$ cat config.mk
export PLATFORM = sky130hd
export DESIGN_NAME = keypad_scan_debounce
export DESIGN_NICKNAME = d
export VERILOG_FILES = /design/src/rtl/keypad_scan_debounce.sv
export SDC_FILE = /design/constraint.sdc
export NUM_CORES = 1
export LEC_CHECK = 0
export CORE_MARGIN = 2
export CORE_UTILIZATION = 60
export DETAILED_ROUTE_END_ITERATION = 10
export PLACE_DENSITY = 0.82
export SLEW_MARGIN = 20
export SYNTH_ARGS = -nofsm -noshare
export SYNTH_HDL_FRONTEND = slang
export SYNTH_SLANG_ARGS = --single-unit
$ cat constraint.sdc
create_clock -name clk -period 3.7 [get_ports clk]
set_input_delay 0.74 -clock clk [delete_from_list [all_inputs] [get_ports clk]]
set_output_delay 0.74 -clock clk [all_outputs]
set_load 0.02 [all_outputs]
$ cat src/rtl/keypad_scan_debounce.sv
// Row scanner and press/release debouncer for a 4x4 active-low matrix keypad.
// Accepts one key at a time and emits a single-cycle strobe with its mapped code.
module keypad_scan_debounce #(
   parameter int SETTLE_CYC   = 2,
   parameter int DEBOUNCE_CYC = 20
) (
   input  logic       clk,
   input  logic       rst,
   input  logic [3:0] col_matrix,
   output logic [3:0] lin_matrix,
   output logic [3:0] tecla_value,
   output logic       tecla_valid
);

   localparam int DW = $clog2(SETTLE_CYC + 1);
   localparam int CW = $clog2(DEBOUNCE_CYC + 1);
   localparam logic [DW-1:0] DWELL_LAST = DW'(SETTLE_CYC - 1);
   localparam logic [DW-1:0] DWELL_ONE  = DW'(1);
   localparam logic [DW-1:0] DWELL_ZERO = DW'(0);
   localparam logic [CW-1:0] CNT_DONE   = CW'(DEBOUNCE_CYC);
   localparam logic [CW-1:0] CNT_ONE    = CW'(1);
   localparam logic [CW-1:0] CNT_ZERO   = CW'(0);

   typedef enum logic [1:0] {
      SCAN     = 2'd0,
      DEBOUNCE = 2'd1,
      EMIT     = 2'd2,
      HOLD     = 2'd3
   } state_t;

   state_t        state_r, state_s;
   logic [1:0]    row_r, row_s;
   logic [DW-1:0] dwell_r, dwell_s;
   logic [CW-1:0] cnt_r, cnt_s;
   logic [3:0]    pat_r, pat_s;
   logic [3:0]    lin_r;
   logic [3:0]    value_r;
   logic          valid_r;

   // True when exactly one column line is pulled low; ghosting/multi-key is rejected.
   function automatic logic single_low(input logic [3:0] cols);
      logic [3:0] low;
      low = ~cols;
      return (low != 4'h0) && ((low & (low - 4'h1)) == 4'h0);
   endfunction

   function automatic logic [3:0] key_code(input logic [1:0] row, input logic [3:0] pat);
      logic [1:0] col;
      logic [3:0] code;
      case (pat)
         4'b1110: col = 2'd0;
         4'b1101: col = 2'd1;
         4'b1011: col = 2'd2;
         4'b0111: col = 2'd3;
         default: col = 2'd0;
      endcase
      case ({row, col})
         4'd0:    code = 4'h1;
         4'd1:    code = 4'h2;
         4'd2:    code = 4'h3;
         4'd3:    code = 4'hA;
         4'd4:    code = 4'h4;
         4'd5:    code = 4'h5;
         4'd6:    code = 4'h6;
         4'd7:    code = 4'hB;
         4'd8:    code = 4'h7;
         4'd9:    code = 4'h8;
         4'd10:   code = 4'h9;
         4'd11:   code = 4'hC;
         4'd12:   code = 4'hE;
         4'd13:   code = 4'h0;
         4'd14:   code = 4'hF;
         4'd15:   code = 4'hD;
         default: code = 4'h0;
      endcase
      return code;
   endfunction

   // Next-state and counter logic for the scan/debounce/emit/hold sequence.
   always_comb begin
      state_s = state_r;
      row_s   = row_r;
      dwell_s = dwell_r;
      cnt_s   = cnt_r;
      pat_s   = pat_r;
      case (state_r)
         SCAN: begin
            if (dwell_r >= DWELL_LAST) begin
               dwell_s = DWELL_ZERO;
               if (single_low(col_matrix)) begin
                  pat_s   = col_matrix;
                  cnt_s   = CNT_ONE;
                  state_s = DEBOUNCE;
               end else begin
                  row_s = row_r + 2'd1;
               end
            end else begin
               dwell_s = dwell_r + DWELL_ONE;
            end
         end
         DEBOUNCE: begin
            if (col_matrix == pat_r) begin
               if (cnt_r >= CNT_DONE - CNT_ONE) begin
                  cnt_s   = CNT_DONE;
                  state_s = EMIT;
               end else begin
                  cnt_s = cnt_r + CNT_ONE;
               end
            end else begin
               cnt_s   = CNT_ZERO;
               dwell_s = DWELL_ZERO;
               row_s   = row_r + 2'd1;
               state_s = SCAN;
            end
         end
         EMIT: begin
            cnt_s   = CNT_ZERO;
            state_s = HOLD;
         end
         HOLD: begin
            // Any low column on the held row restarts the release window.
            if (col_matrix == 4'hF) begin
               if (cnt_r >= CNT_DONE - CNT_ONE) begin
                  cnt_s   = CNT_ZERO;
                  dwell_s = DWELL_ZERO;
                  row_s   = row_r + 2'd1;
                  state_s = SCAN;
               end else begin
                  cnt_s = cnt_r + CNT_ONE;
               end
            end else begin
               cnt_s = CNT_ZERO;
            end
         end
         default: begin
            state_s = SCAN;
            row_s   = 2'd0;
            dwell_s = DWELL_ZERO;
            cnt_s   = CNT_ZERO;
         end
      endcase
   end

   // State, counters and registered outputs with synchronous active-low reset.
   always_ff @(posedge clk) begin
      if (!rst) begin
         state_r <= SCAN;
         row_r   <= 2'd0;
         dwell_r <= DWELL_ZERO;
         cnt_r   <= CNT_ZERO;
         pat_r   <= 4'hF;
         lin_r   <= 4'b1110;
         value_r <= 4'h0;
         valid_r <= 1'b0;
      end else begin
         state_r <= state_s;
         row_r   <= row_s;
         dwell_r <= dwell_s;
         cnt_r   <= cnt_s;
         pat_r   <= pat_s;
         lin_r   <= ~(4'b0001 << row_s);
         valid_r <= (state_s == EMIT);
         if (state_s == EMIT) begin
            value_r <= key_code(row_r, pat_r);
         end else begin
            value_r <= value_r;
         end
      end
   end

   assign lin_matrix  = lin_r;
   assign tecla_value = value_r;
   assign tecla_valid = valid_r;

endmodule
-- After elaboration in Yosys (flattened, before gate mapping)
Memories as Yosys holds them, arrays and structs flattened. A register that Yosys moved wholly into a read port is not among the register bits.
Cells that the tools add are included.
- $add $sub $neg: 4
- $mul: 0
- divide/modulo/power cells: 0
- $lt $le $gt $ge: 2
- equality and inequality tests: 14
- shifts and indexed selects: 1
- multiplexer cells: 28
- bitwise logic cells: 3
- reductions and logical operators: 9
- operators with widths (operator ; count):
    2-bit 2-to-1 mux ; 17
    5-bit 2-to-1 mux ; 6
    5-bit case mux with 4 select lines ; 1
    2-bit case mux with 3 select lines ; 3
    4-bit equality test (second input constant) ; 3
    2-bit != test (second input constant) ; 5
    4-bit inverter ; 2
    2-bit case mux with 4 select lines ; 1
    2-bit equality test (second input constant) ; 3
    5-bit by 1-bit adder with 5-bit output (second input constant) ; 1
    5-bit greater-or-equal comparator (second input constant) ; 1
    2-bit by 1-bit adder with 2-bit output (second input constant) ; 2
    4-bit AND ; 1
    4-bit by 3-bit equality test with 1-bit output (second input constant) ; 1
    4-bit equality test ; 1
    4-bit zero test ; 1
    4-bit AND reduction ; 1
    4-bit nonzero test ; 1
    1-bit by 2-bit << shifter with 4-bit output (first input constant) ; 1
    4-bit by 1-bit subtractor with 4-bit output (second input constant) ; 1
    3-bit AND reduction ; 1
    3-bit nonzero test ; 1
    2-bit by 1-bit equality test with 1-bit output (second input constant) ; 1
    2-bit by 1-bit greater-or-equal comparator with 1-bit output (second input constant) ; 1
    4 further kinds ; 4
- bits in registers: 20
- latch bits: 0
- RAM bits: 0
- bits in read-only memories: 64
- input port bits: 6
- output and inout bits: 9
- logic and storage cells: 69
- memories kept: 1
- memories (name ; depth ; width ; read ports ; clocked after memory_dff ; write ports ; RTL line ; RTL):
    (name not given) ; 16 ; 4 ; 1 ; 1 ; 0 ; 57 ; case ({row, col})

-- Logic depth before layout (Yosys ltp)
Gate-level depths: netlist of run 1.
- depth in word-level cells: 11
- mapped depth: 8
- depth with buffers taken out: 8

-- Least setup slack after synthesis of run 1
OpenSTA, ideal clock, no wires.
- path type: input -> register
- from: input col_matrix[1]
- to: register value_r[0] (netlist: tecla_value[0])
- setup time: 115 ps
- arrival: 2078 ps
- required time: 3585 ps
- path slack: 1507 ps
- stages on the path: 6
- path buffers: 1
- cell sequence: buf_2 xnor2_2 nand4_2 or4b_4 and2_4 o21a_1
- longest elaborated chain between the ends: 9
- elaborated cells between the ends (all ways): 14
- classes of those cells: add/sub (1); eq/ne (3); mux (5); bitwise (2); reduce/logical (3)
- RTL lines (item ; RTL line ; RTL):
    start, declared ; 9 ; input logic [3:0] col_matrix,
    4-bit inverter ; 43 ; low = ~cols;
    4-bit by 1-bit subtractor with 4-bit output ; 44 ; return (low != 4'h0) && ((low & (low - 4'h1)) == 4'h0);
    4-bit AND ; 44 ;
    4-bit zero test ; 44 ;
    1-bit logical AND ; 44 ;
    2-bit 2-to-1 mux ; 90 ; if (single_low(col_matrix)) begin
    2-bit 2-to-1 mux ; 88 ; if (dwell_r >= DWELL_LAST) begin
    2-bit case mux with 4 select lines * ; 86 ; case (state_r)
    2-bit equality test * ; 163 ; if (state_s == EMIT) begin
    end, declared ; 37 ; logic [3:0] value_r;
Mark *: on every way between the ends. The rest lies on a longest branch, timed or not.
A chain may end at the register's enable or synchronous reset.

-- Final worst setup path of run 1
- from: input col_matrix[2]
- to: register value_r[0] (netlist: tecla_value[0])
The elaborated chain is that of the path after synthesis.

==> results.tsv, run 1 <==
metric	value	unit
path_buf_inv	1	
dieHeight	53.46	microns
worstSetupPathType	in2reg	
area_delta_synth_final	12.62	%
dr.pass1.iters	4	
ys_ff_latch	24	
cts_made_buffers	3	
rsz0062_at_grt	false	
synth_top_area_share	32.74	%
yosys-top-cells-area	dfxtp_1 (33%), ha_1 (6.8%), mux2i_1 (4.8%)	
hp-class	reg2reg	
synth_cells	157	
post_cts.repair.setup_buffers	0	
port_buffers	14	
crit_required	3.94	ns
num_rows	17	
power	699.2	uW
pwr-share-comb	27.6	%
async_flop_share	0	%
nets	181	
synthTopCellsByCount	dfxtp_1 (24), nand2_1 (14), nor2_1 (12), inv_1 (9), ha_1 (8)	
clk_path_buf_depth	2	
clock-sinks	24	
ys_seq_area_share	32.74	%
synth.area.mux_share	6.309	%
die_width	53.46	microns
pwr-share-seq	44.9	%
yosys.area.top_type	dfxtp_1	
drv_slew	0	
critPathCaptureType	flip-flop	
path_clk_slew	0.14	ns
insertion_delay	0.32	ns
clock_skew	0.009216	ns
core	2255	sq um
drc	0	
irDropWorstVdd	0.4170	mV
postCtsHoldBufs	0	
power.leakage	0.0006605	uW
cap_violations	0	
gr-total-overflow	0	
yosys_warnings	0	
num_vias	1203	
finalSetupTns	0	ns
min-delay-start	tecla_value[2]	
cts_resized	0	
synth_compound_area_share	21.65	%
syn_avg_cell_area	9.348	sq um
vias_per_cell	6.201	
synth_fa_ha_area_share	6.820	%
grt_usage	24.29	%
drt_iter0_drc	35	
diodes	0	
worstPathCellList	clkdlybuf4s50_1, xnor2_2, nand4_2, or4b_4, and2_4, o21a_1	
dieArea	2858	sq um
grt_pass1_vias	1064	
initial_core_util	65.09	%
setup_viol	0	
tightest_slew	0.5028	ns
critPathTopFamily	simple AND/OR/NAND/NOR gates	
hold_viol	0	
grt_pass1_wl	4961	microns
synth_top_family_by_area	compound AO/OA/AOI/OAI gates	
slowest_delay	0.64	ns
slew-limit-headroom	66.13	%
outcome	finished, final reports clean	
p_clk_share	27.4	%
yosysMostFrequentCell	dfxtp_1	
worstPathArrival	2.71	ns
syn_area	1468	sq um
synthSimpleGateAreaFrac	20.46	%
hpwlAfterDp	2257	microns
grt_max_degree	17	
wl	2961	microns
cpMaxStageDelayCell	clkdlybuf4s50_1	
h-tree-depth	1	
synthFlopType	dfxtp_1	
clock-root-buffer	clkbuf_4	
cp-start-kind	input pin	
regToRegStartpoint	cnt_r[0]	
cts_tree	built	
place.gp.congestion	0.8862	
synth_cell_type_count	51	
antenna_found_initial	0	
switching_power	213.3	uW
p_int	485.9	uW
drive_gt1_share	13.25	%
critPathMaxFanout	7	
syn-num-nets	171	
fin_crit_sh	66.70	%
io_pins	15	
antenna_left	0	
startpoint	col_matrix[2]	
power_density	423.0	nW/um^2
period_minus_slack	2.468	ns
swShare	30.51	%
fmax	0.4052	GHz
synth-edff-count	0	
synth_xor_area_share	6.820	%
avgRoutedWirePerCell	15.26	microns
tightest hold or removal path: cells and delay by family (launching register included):
kind	cells	cell delay, ns
DFF	1	0.33
AOI/OAI and AO/OA	1	0.05
and+or+nand+nor	1	0.10
metrics by stage:
step	hold WS (ns)	worst slack (ns)	utilization [%]	instances	instance area, sq um
finish	0.5100	1.232	73.31	194	1653
global route	0.5592	1.128	73.31	194	1653
CTS	0.5157	1.257	73.31	194	1653
detailed placement	0.4963	0.8957	70.98	190	1600
global placement	0.4686	0.9503	70.98	190	1600
floorplan	0.4538	1.507	-	157	1468
final cells by class:
type                       instances  area (sq um)
clock inverter                     1         30.03
timing repair buffer              14         140.1
sequential                        24         480.5
fill                             164         601.8
clock buffer                       3         22.52
tap                               28         35.03
multi-input combinational        115         910.9
inverter                           9         33.78
registers in the layout, summed over array words and instances (netlist names):
signal / count
lin_matrix: 4
tecla_value: 4
cnt_r: 5
row_r: 2
dwell_r: 2
tecla_valid: 1
state_r: 2
pat_r: 4
path summary, 6_finish.rpt:
path,end,slack [ns],depth (start not counted)
worst max-delay path,tecla_value[0],1.23,6
worst min-delay path,tecla_value[2],0.51,2
worst max register to register,tecla_value[0],1.62,6
worst min register to register,tecla_value[2],0.51,2
kinds of logic (layout without fill, tap and decap cells):
kind of cell	count (synthesis)	in the layout
muxes	8	8
xor gates and xnor gates	8	8
DFF	24	24
adders and majority gates	8	8
buffers and inverters	18	27
and+or+nand+nor	53	53
AOI/OAI and AO/OA	38	38
power groups by stage:
stage	logic, uW	clock network (uW)	registers (uW)
3_3_place_gp	186	0	318
5_1_grt	214	205	319
2_1_floorplan	142	0	315
3_5_place_dp	191	0	320
6_report	193	192	314
4_1_cts	193	197	314
routing by layer:
layer  part of all wire, %  track usage [%]
met1                    43            31.64
met5                     0                0
met4                   1.9            8.547
met2                    49            39.51
met3                   5.8            4.802
cells in the final DEF (no fill, tap or decap), types with 2 or more instances in the layout:
| cell type | Yosys | layout |
|---|---|---|
| nor2_1 | 12 | 12 |
| dfxtp_1 | 24 | 24 |
| or2_2 | 3 | 3 |
| xnor2_2 | 4 | 4 |
| ha_1 | 8 | 8 |
| nor3_1 | 2 | 2 |
| a211oi_1 | 4 | 4 |
| nand3_1 | 2 | 2 |
| xor2_1 | 2 | 2 |
| o21ai_0 | 5 | 5 |
| and3_1 | 3 | 3 |
| clkdlybuf4s50_1 | 0 | 14 |
| nand2b_1 | 2 | 2 |
| nor2b_1 | 3 | 3 |
| nand4_1 | 2 | 2 |
| nand2_1 | 14 | 14 |
| o2111ai_1 | 3 | 3 |
| xnor2_1 | 2 | 2 |
| a21oi_1 | 4 | 4 |
| clkbuf_4 | 0 | 3 |
| inv_1 | 9 | 9 |
| nand4b_1 | 3 | 3 |
| o211a_1 | 3 | 3 |
| a31oi_1 | 2 | 2 |
| mux2i_1 | 7 | 7 |
Note: power is estimated with default switching activity, not from simulation.
==> run 2: changes to the inputs <==
--- a/config.mk
+++ b/config.mk
@@ -6,9 +6,9 @@
 export NUM_CORES = 1
 export LEC_CHECK = 0
 export CORE_MARGIN = 2
-export CORE_UTILIZATION = 60
+export CORE_UTILIZATION = 56
 export DETAILED_ROUTE_END_ITERATION = 10
-export PLACE_DENSITY = 0.82
+export PLACE_DENSITY = 0.77
 export SLEW_MARGIN = 20
 export SYNTH_ARGS = -nofsm -noshare
 export SYNTH_HDL_FRONTEND = slang
==> constraint.sdc (replaced) <==
create_clock -name clk -period 2.45 [get_ports clk]
set_input_delay 0.49 -clock clk [delete_from_list [all_inputs] [get_ports clk]]
set_output_delay 0.49 -clock clk [all_outputs]
set_load 0.02 [all_outputs]
==> results.tsv, run 2 (synthesis gave the netlist of run 1 again) <==
metric	value	unit	change
final_cell_mix	dfxtp_1 (24), nand2_1 (14), clkdlybuf4s50_1 (14)		unchanged
power.leakage	0.0006871	uW	was 0.0006605 uW
drv_slew	0		unchanged
final_area	1692	sq um	was 1653 sq um
fin_util	68.28	%	was 73.31%
rrSetupSlack	0.37	ns	was 1.62 ns
core	2477	sq um	was 2255 sq um
path_clk_slew	0.14	ns	about the same
placed_area	1655	sq um	was 1600 sq um
drc	0		unchanged
largest_reg_flops	5		unchanged
place.gp.congestion	0.9034		was 0.8862
grt_usage	23.09	%	was 24.29%
antenna_left	0		unchanged
vias_per_cell	5.837		was 6.201
wl	2985	microns	was 2961 microns
hpwlAfterDp	2309	microns	was 2257 microns
fmax	0.4667	GHz	
slew-limit-headroom	64.23	%	was 66.13%
drt_iter0_drc	28		was 35
worstSetupPathType	in2reg		unchanged
hold_end	tecla_value[3]		was tecla_value[2]
gr-total-overflow	0		unchanged
power_density	592.1	nW/um^2	was 423.0 nW/um^2
tightest_slew	0.5309	ns	was 0.5028 ns
io_pins	15		unchanged
post_cts.repair.setup_buffers	0		unchanged
clk_path_buf_depth	2		unchanged
drive_gt1_share	16.76	%	was 13.25%
fill_cells	218		was 164
timing.rr.end	tecla_value[0]		unchanged
dr.pass1.iters	4		unchanged
clock_skew	0.003377	ns	was 0.009216 ns
p_clk_share	21.6	%	was 27.4%
hold_viol	0		unchanged
swShare	32.89	%	was 30.51%
diodes	0		unchanged
clock-sinks	24		unchanged
critPathMaxFanout	6		was 7
whs_path_depth	2		unchanged
worstPathArrival	2.38	ns	was 2.71 ns
cap_violations	0		unchanged
pwr-share-seq	47.1	%	was 44.9%
grt_pass1_wl	5009	microns	was 4961 microns
initial_core_util	59.24	%	was 65.09%
min-delay-start	tecla_value[3]		was tecla_value[2]
hp-class	reg2reg		unchanged
rr_worst_depth	6		unchanged
p_int	672.2	uW	was 485.9 uW
num_rows	18		was 17
period_minus_slack	2.143	ns	
insertion_delay	0.32	ns	about the same
num_vias	1185		was 1203
port_buffers	14		unchanged
pwr-share-comb	31.3	%	was 27.6%
irDropWorstVdd	0.4203	mV	was 0.4170 mV
antenna_found_initial	0		unchanged
regToRegStartpoint	cnt_r[1]		was cnt_r[0]
avgRoutedWirePerCell	14.70	microns	was 15.26 microns
grt_max_degree	14		was 17
setup_viol	0		unchanged
outcome	finished, final reports clean		unchanged
fin_crit_sh	87.46	%	
postCtsHoldBufs	0		unchanged
switching_power	329.5	uW	was 213.3 uW
cts_tree	built		unchanged
grt_pass1_vias	1130		was 1064
nets	188		was 181
top_register	cnt_r		unchanged
cts_resized	0		unchanged
dieHeight	55.20	microns	was 53.46 microns
critPathCaptureType	flip-flop		unchanged
h-tree-depth	1		unchanged
layout_commonest_cell	dfxtp_1		unchanged
crit_required	2.69	ns	was 3.94 ns
cp-start-kind	input pin		unchanged
rsz0062_at_grt	false		unchanged
dieArea	3046	sq um	was 2858 sq um
clock-root-buffer	clkbuf_4		unchanged
cts_made_buffers	3		unchanged
die_width	55.20	microns	was 53.46 microns
area_delta_synth_final	15.26	%	was 12.62%
==> run 2: worst max path at each step <==
stage | start | slack (ns) | end
final | col_matrix[2] | 0.31 | cnt_r[4]
after global routing | col_matrix[2] | 0.18 | cnt_r[4]
after CTS | col_matrix[2] | 0.30 | cnt_r[4]
after detailed placement | col_matrix[2] | -0.04 | cnt_r[4]
after global placement | col_matrix[2] | 0.08 | lin_matrix[2]
after floorplan | col_matrix[1] | 0.51 | tecla_value[0]
==> run 2: area by class of cell <==
class                   count  area [sq um]  share of cell area [%]
repair buffers             21         192.7                   11.39
well taps                  30         37.54                   2.219
inverters                   9         33.78                   1.997
flip-flops and latches     24         480.5                   28.40
multi-input cells         115         910.9                   53.85
clock buffers               4         36.28                   2.145
==> run 2: power groups by stage <==
stage | Combinational, uW | Clock, uW | Sequential, uW
finish | 314 | 217 | 471
global route | 349 | 243 | 477
CTS | 313 | 222 | 471
detailed placement | 311 | 0 | 480
global placement | 299 | 0 | 478
floorplan | 215 | 0 | 476
==> run 2: stage by stage <==
step,hold WS (ns),TNS (ns),instances,setup WS [ns],total power (uW)
after floorplan,0.4538,0,157,0.5073,690.5
after global placement,0.4706,0,199,0.07688,777.1
after detailed placement,0.4898,-0.04382,199,-0.04382,791.0
after CTS,0.5119,0,203,0.3036,1007
after global routing,0.5345,0,203,0.1814,1069
final,0.5048,0,203,0.3071,1002
==> run 2: layer usage <==
layer / up-vias / global-route usage (%) / wire length, microns
met5: - / 0 / 0
met4: 0 / 6.911 / 28
met3: 3 / 4.032 / 113
met2: 26 / 38.69 / 1410
met1: 553 / 30.20 / 1433
li1: 603 / - / -
==> run 2: worst max-delay path, stage by stage <==
cell,delay [ns]
clkdlybuf4s50_1,0.62
nand4_1,0.21
buf_4,0.20
or2_2,0.28
o22ai_1,0.20
a31oi_1,0.14
a211oi_1,0.25
==> run 3: changes to the inputs <==
--- a/config.mk
+++ b/config.mk
@@ -9,7 +9,7 @@
 export CORE_UTILIZATION = 56
 export DETAILED_ROUTE_END_ITERATION = 10
 export PLACE_DENSITY = 0.77
-export SLEW_MARGIN = 20
+export SLEW_MARGIN = 0
 export SYNTH_ARGS = -nofsm -noshare
 export SYNTH_HDL_FRONTEND = slang
 export SYNTH_SLANG_ARGS = --single-unit
==> results of run 3 <==
Final layout, timing and power as in run 2 (identical DEF).
==> edit 1, RTL diff (flow settings as in run 1) <==
The output `lin_matrix` loses its register stage (`lin_r` becomes a continuous assignment).
--- a/src/rtl/keypad_scan_debounce.sv
+++ b/src/rtl/keypad_scan_debounce.sv
@@ -150,5 +150,4 @@
          cnt_r   <= CNT_ZERO;
          pat_r   <= 4'hF;
-         lin_r   <= 4'b1110;
          value_r <= 4'h0;
          valid_r <= 1'b0;
@@ -159,5 +158,4 @@
          cnt_r   <= cnt_s;
          pat_r   <= pat_s;
-         lin_r   <= ~(4'b0001 << row_s);
          valid_r <= (state_s == EMIT);
          if (state_s == EMIT) begin
@@ -169,4 +167,6 @@
    end
 
+   assign lin_r = ~(4'b0001 << row_s);
+
    assign lin_matrix  = lin_r;
    assign tecla_value = value_r;
Formal check against the unedited RTL: not equivalent (a bounded check fails within 4 cycles, from zero or initial values and one cycle with rst low).
==> edit 1 against run 1 <==
- routed wire length fell by 7.0%
- total power down 19%
- clock skew shrank 7.6 ps
- synthesized area is 13% lower
- highest routed layer unchanged
- cell area down 4.7%
- sequential cell count fell by 4
- worst setup slack got worse by 1000 ps
- clock power decreased by 35%
- maximum frequency down 30%
- register-to-register slack lost 30 ps
==> edit 1: results (changes against run 1) <==
<table>
<tr><th>Metric</th><th>Value</th></tr>
<tr><th colspan="2">Worst setup path</th></tr>
<tr><td>Largest stage delay, worst path</td><td>480 ps (was 640 ps)</td></tr>
<tr><td>Top delay family on crit path</td><td>buffers and inverters (was simple AND/OR/NAND/NOR gates)</td></tr>
<tr><td>Arrival time of data at the critical path endpoint</td><td>2760 ps (was 2710 ps)</td></tr>
<tr><td>Critical Path Fanout Max</td><td>5 (was 7)</td></tr>
<tr><th colspan="2">Finish</th></tr>
<tr><td>Share of post-route cells with drive strength above 1</td><td>12.8% (was 13.3%)</td></tr>
<tr><td># fillers</td><td>127 (was 164)</td></tr>
<tr><td>Area of all placed cells without fillers</td><td>1580 um^2 (was 1650 um^2)</td></tr>
<tr><th colspan="2">Power and ir drop</th></tr>
<tr><td>Clock-net power</td><td>125 uW (was 192 uW)</td></tr>
<tr><td>Worst IR drop on VDD</td><td>0.301 mV (was 0.417 mV)</td></tr>
<tr><td>Standby leakage power</td><td>0.675 nW (was 0.661 nW)</td></tr>
<tr><td>Power density of the placed cells</td><td>359 nW/um^2 (was 423 nW/um^2)</td></tr>
<tr><th colspan="2">Place</th></tr>
<tr><td>Number of instances in the placed design</td><td>195 (was 190)</td></tr>
<tr><td>Standard cell area after detailed placement</td><td>1540 um^2 (was 1600 um^2)</td></tr>
<tr><th colspan="2">Routing</th></tr>
<tr><td>Number of vias per cell after detailed routing</td><td>5.69 (was 6.20)</td></tr>
<tr><td>Routed wirelength normalized by instance count</td><td>13.8 um (was 15.3 um)</td></tr>
<tr><td>Vias post-DR</td><td>1132 (was 1203)</td></tr>
<tr><th colspan="2">STA</th></tr>
<tr><td>Slew at the pin with the worst max-slew slack</td><td>789 ps (was 503 ps)</td></tr>
<tr><th colspan="2">Clock network</th></tr>
<tr><td>Worst-skew pair later-pin latency</td><td>300 ps (was 320 ps)</td></tr>
<tr><td>PostCTS Resize Cnt</td><td>5 (was 0)</td></tr>
<tr><td>Clock transition at the registers of the reported paths</td><td>110 ps (was 140 ps)</td></tr>
<tr><th colspan="2">Global routing</th></tr>
<tr><td>Met3 usage</td><td>5.06% (was 4.80%)</td></tr>
<tr><td>Pin count of the biggest net entering global routing</td><td>25 (was 17)</td></tr>
<tr><td>M1 GR Usage</td><td>27.8% (was 31.6%)</td></tr>
<tr><th colspan="2">Logic synthesis</th></tr>
<tr><td>Top cells by instance count after synthesis</td><td>sky130_fd_sc_hd__dfxtp_1 (20), sky130_fd_sc_hd__nand2_1 (14), sky130_fd_sc_hd__mux2i_1 (13) (was sky130_fd_sc_hd__dfxtp_1 (24), sky130_fd_sc_hd__nand2_1 (14), sky130_fd_sc_hd__nor2_1 (12))</td></tr>
<tr><td>Portion of the post-synthesis area used by sequential elements</td><td>31.3% (was 32.7%)</td></tr>
<tr><td>Netlist cell types</td><td>35 (was 51)</td></tr>
<tr><td>Average size of a mapped cell</td><td>8.84 um^2 (was 9.35 um^2)</td></tr>
<tr><th colspan="2">Outcome</th></tr>
<tr><td>Outcome</td><td>finished clean (unchanged)</td></tr>
</table>
==> edit 1: cell types whose count changed after synthesis, moves of 5 or more <==
cell                       change
sky130_fd_sc_hd__nand3_1       +9
sky130_fd_sc_hd__a21boi_0      +5
sky130_fd_sc_hd__mux2i_1       +6
sky130_fd_sc_hd__nor2_1        -8
==> edit 1: per-layer routing <==
layer / vias up / routed length, um
met2: 22 / 1420
met5: - / 0
met1: 541 / 1210
li1: 567 / -
met3: 2 / 106
met4: 0 / 16
==> edit 1: cell type report <==
cell class              instances  area share [%]
clock buffers                   4            2.30
inverters                       9            2.14
multi-input cells             111            52.7
flip-flops and latches         20            25.4
well taps                      27            2.14
repair buffers                 28            15.3
==> edit 1: worst reg2reg max path, stage by stage, from the launching register on <==
cell and delay [ps]:
sky130_fd_sc_hd__dfxtp_1 360, sky130_fd_sc_hd__ha_1 240, sky130_fd_sc_hd__a2111oi_0 400, sky130_fd_sc_hd__buf_4 210
sky130_fd_sc_hd__o31ai_1 90, sky130_fd_sc_hd__o21a_1 160, sky130_fd_sc_hd__buf_4 150, sky130_fd_sc_hd__nand3_1 120
sky130_fd_sc_hd__buf_4 130, sky130_fd_sc_hd__mux2i_1 180
==> edit 1: path summary, 6_finish.rpt <==
| path | startpoint | end | slack (ps) | depth (start not counted) |
|---|---|---|---|---|
| worst min-delay path | tecla_value[1]$_SDFFE_PN0N_ | tecla_value[1]$_SDFFE_PN0N_ | 470 | 2 |
| worst max-delay path | col_matrix[3] | lin_matrix[3] | 200 | 7 |
| worst min register to register | tecla_value[1]$_SDFFE_PN0N_ | tecla_value[1]$_SDFFE_PN0N_ | 470 | 2 |
| worst max register to register | cnt_r[0]$_SDFFE_PN0P_ | row_r[1]$_SDFF_PN0_ | 1590 | 9 |
==> edit 2, RTL diff (settings of run 1) <==
Made on the original files. Change the parameter `SETTLE_CYC` from 2 to 4.
--- a/src/rtl/keypad_scan_debounce.sv
+++ b/src/rtl/keypad_scan_debounce.sv
@@ -2,5 +2,5 @@
 // Accepts one key at a time and emits a single-cycle strobe with its mapped code.
 module keypad_scan_debounce #(
-   parameter int SETTLE_CYC   = 2,
+   parameter int SETTLE_CYC   = 4,
    parameter int DEBOUNCE_CYC = 20
 ) (
Behaviour: not the same (Yosys sat finds a counterexample within 4 cycles, from zero or initial values and one cycle with rst low).
==> edit 2 against run 1 <==
- core utilization decreased by 1.8 points
- final cell count increased by 5.2%
- sequential cell count increased by 1
- critical path depth increased by 1
- routed wire length decreased by 2.0%
- die area decreased by 2.9%
- worst setup slack got worse by 270 ps
- clock power decreased by 34%
- via count increased by 3.4%
- cell area decreased by 3.3%
- synthesized area decreased by 3.2%
- total power increased by 12%
- critical path type unchanged
==> edit 2: results (changes against run 1) <==
<table>
<tr><th>Metric</th><th>Value</th></tr>
<tr><th colspan="2">Power and ir drop</th></tr>
<tr><td>Clock-net power</td><td>127 uW (was 192 uW)</td></tr>
<tr><td>Logic power comb</td><td>298 uW (was 193 uW)</td></tr>
<tr><td>Worst IR drop on VDD</td><td>0.325 mV (was 0.417 mV)</td></tr>
<tr><th colspan="2">Routing</th></tr>
<tr><td>Met3 WL post-DR</td><td>87 um (was 171 um)</td></tr>
<tr><th colspan="2">Finish</th></tr>
<tr><td>Nets</td><td>191 (was 181)</td></tr>
<tr><td>Register area</td><td>500 um^2 (was 480 um^2)</td></tr>
<tr><td>Seq cells</td><td>25 (was 24)</td></tr>
<tr><th colspan="2">STA</th></tr>
<tr><td>Max transition margin</td><td>53.3% (was 66.1%)</td></tr>
<tr><td>Setup Skew</td><td>1.01 ps (was 9.22 ps)</td></tr>
<tr><th colspan="2">Logic synthesis</th></tr>
<tr><td>Compound-cell area share of the yosys netlist</td><td>19.5% (was 21.7%)</td></tr>
<tr><td>Post-synthesis cell count</td><td>165 (was 157)</td></tr>
<tr><td>Netlist cell types</td><td>42 (was 51)</td></tr>
<tr><td>Post-Synth XOR/XNOR Area</td><td>6.16% (was 6.82%)</td></tr>
<tr><td>Leading post-synthesis cells by cell area</td><td>sky130_fd_sc_hd__dfxtp_1 (35%), sky130_fd_sc_hd__ha_1 (7.0%), sky130_fd_sc_hd__mux2i_1 (5.6%), sky130_fd_sc_hd__nand2_1 (5.0%), sky130_fd_sc_hd__xor2_1 (3.7%) (was sky130_fd_sc_hd__dfxtp_1 (33%), sky130_fd_sc_hd__ha_1 (6.8%), sky130_fd_sc_hd__mux2i_1 (4.8%), sky130_fd_sc_hd__xnor2_2 (4.4%), sky130_fd_sc_hd__nand2_1 (3.6%))</td></tr>
<tr><th colspan="2">Outcome</th></tr>
<tr><td>Outcome</td><td>finished clean (unchanged)</td></tr>
<tr><th colspan="2">Worst setup path</th></tr>
<tr><td>Source of the worst register-to-register timing path</td><td>pat_r[1]$_SDFFE_PN1P_ (was cnt_r[0]$_SDFFE_PN0P_)</td></tr>
<tr><th colspan="2">Place</th></tr>
<tr><td>DPL Wire Length</td><td>2200 um (was 2260 um)</td></tr>
<tr><th colspan="2">Global routing</th></tr>
<tr><td>Vias in the first global route</td><td>1250 (was 1064)</td></tr>
<tr><td>Combined global-route utilization of all metal layers</td><td>24.3% (about the same)</td></tr>
<tr><td>Met3 usage</td><td>4.29% (was 4.80%)</td></tr>
</table>
## edit 2: cell types whose count changed after synthesis, moves of 4 or more
cell                      change
sky130_fd_sc_hd__a21oi_1      +5
sky130_fd_sc_hd__nand2_1      +5
sky130_fd_sc_hd__nand3_1      +7
sky130_fd_sc_hd__xnor2_2      -4
sky130_fd_sc_hd__xor2_1       +4
## edit 2: critical path, stage by stage
cell,delay [ps]
sky130_fd_sc_hd__clkdlybuf4s50_1,480
sky130_fd_sc_hd__xor2_1,190
sky130_fd_sc_hd__nor4_1,650
sky130_fd_sc_hd__and2_1,270
sky130_fd_sc_hd__o21a_2,160
sky130_fd_sc_hd__a221oi_2,40
sky130_fd_sc_hd__or4_1,410
## edit 2: per-stage QoR
stage	worst slack (ps)	utilization, %	area (um^2)	hold slack (ps)	power [mW]
4_1_cts	1030	71.5	1600	492	0.785
5_1_grt	796	71.5	1600	515	0.838
3_5_place_dp	711	70.2	1570	473	0.661
2_1_floorplan	1450	-	1420	444	0.583
6_report	963	71.5	1600	490	0.782
3_3_place_gp	778	70.2	1570	457	0.644
## edit 2: worst max path at each step
| stage | from | endpoint | slack (ps) | cells past startpoint |
|---|---|---|---|---|
| after detailed placement | col_matrix[1] | lin_matrix[1]$_SDFF_PN1_ | 710 | 7 |
| after floorplan | col_matrix[1] | lin_matrix[1]$_SDFF_PN1_ | 1450 | 6 |
| after global routing | col_matrix[1] | tecla_value[3]$_SDFFE_PN0N_ | 800 | 7 |
| final | col_matrix[1] | lin_matrix[1]$_SDFF_PN1_ | 960 | 7 |
| after global placement | col_matrix[1] | lin_matrix[1]$_SDFF_PN1_ | 780 | 7 |
| after CTS | col_matrix[1] | lin_matrix[1]$_SDFF_PN1_ | 1030 | 7 |
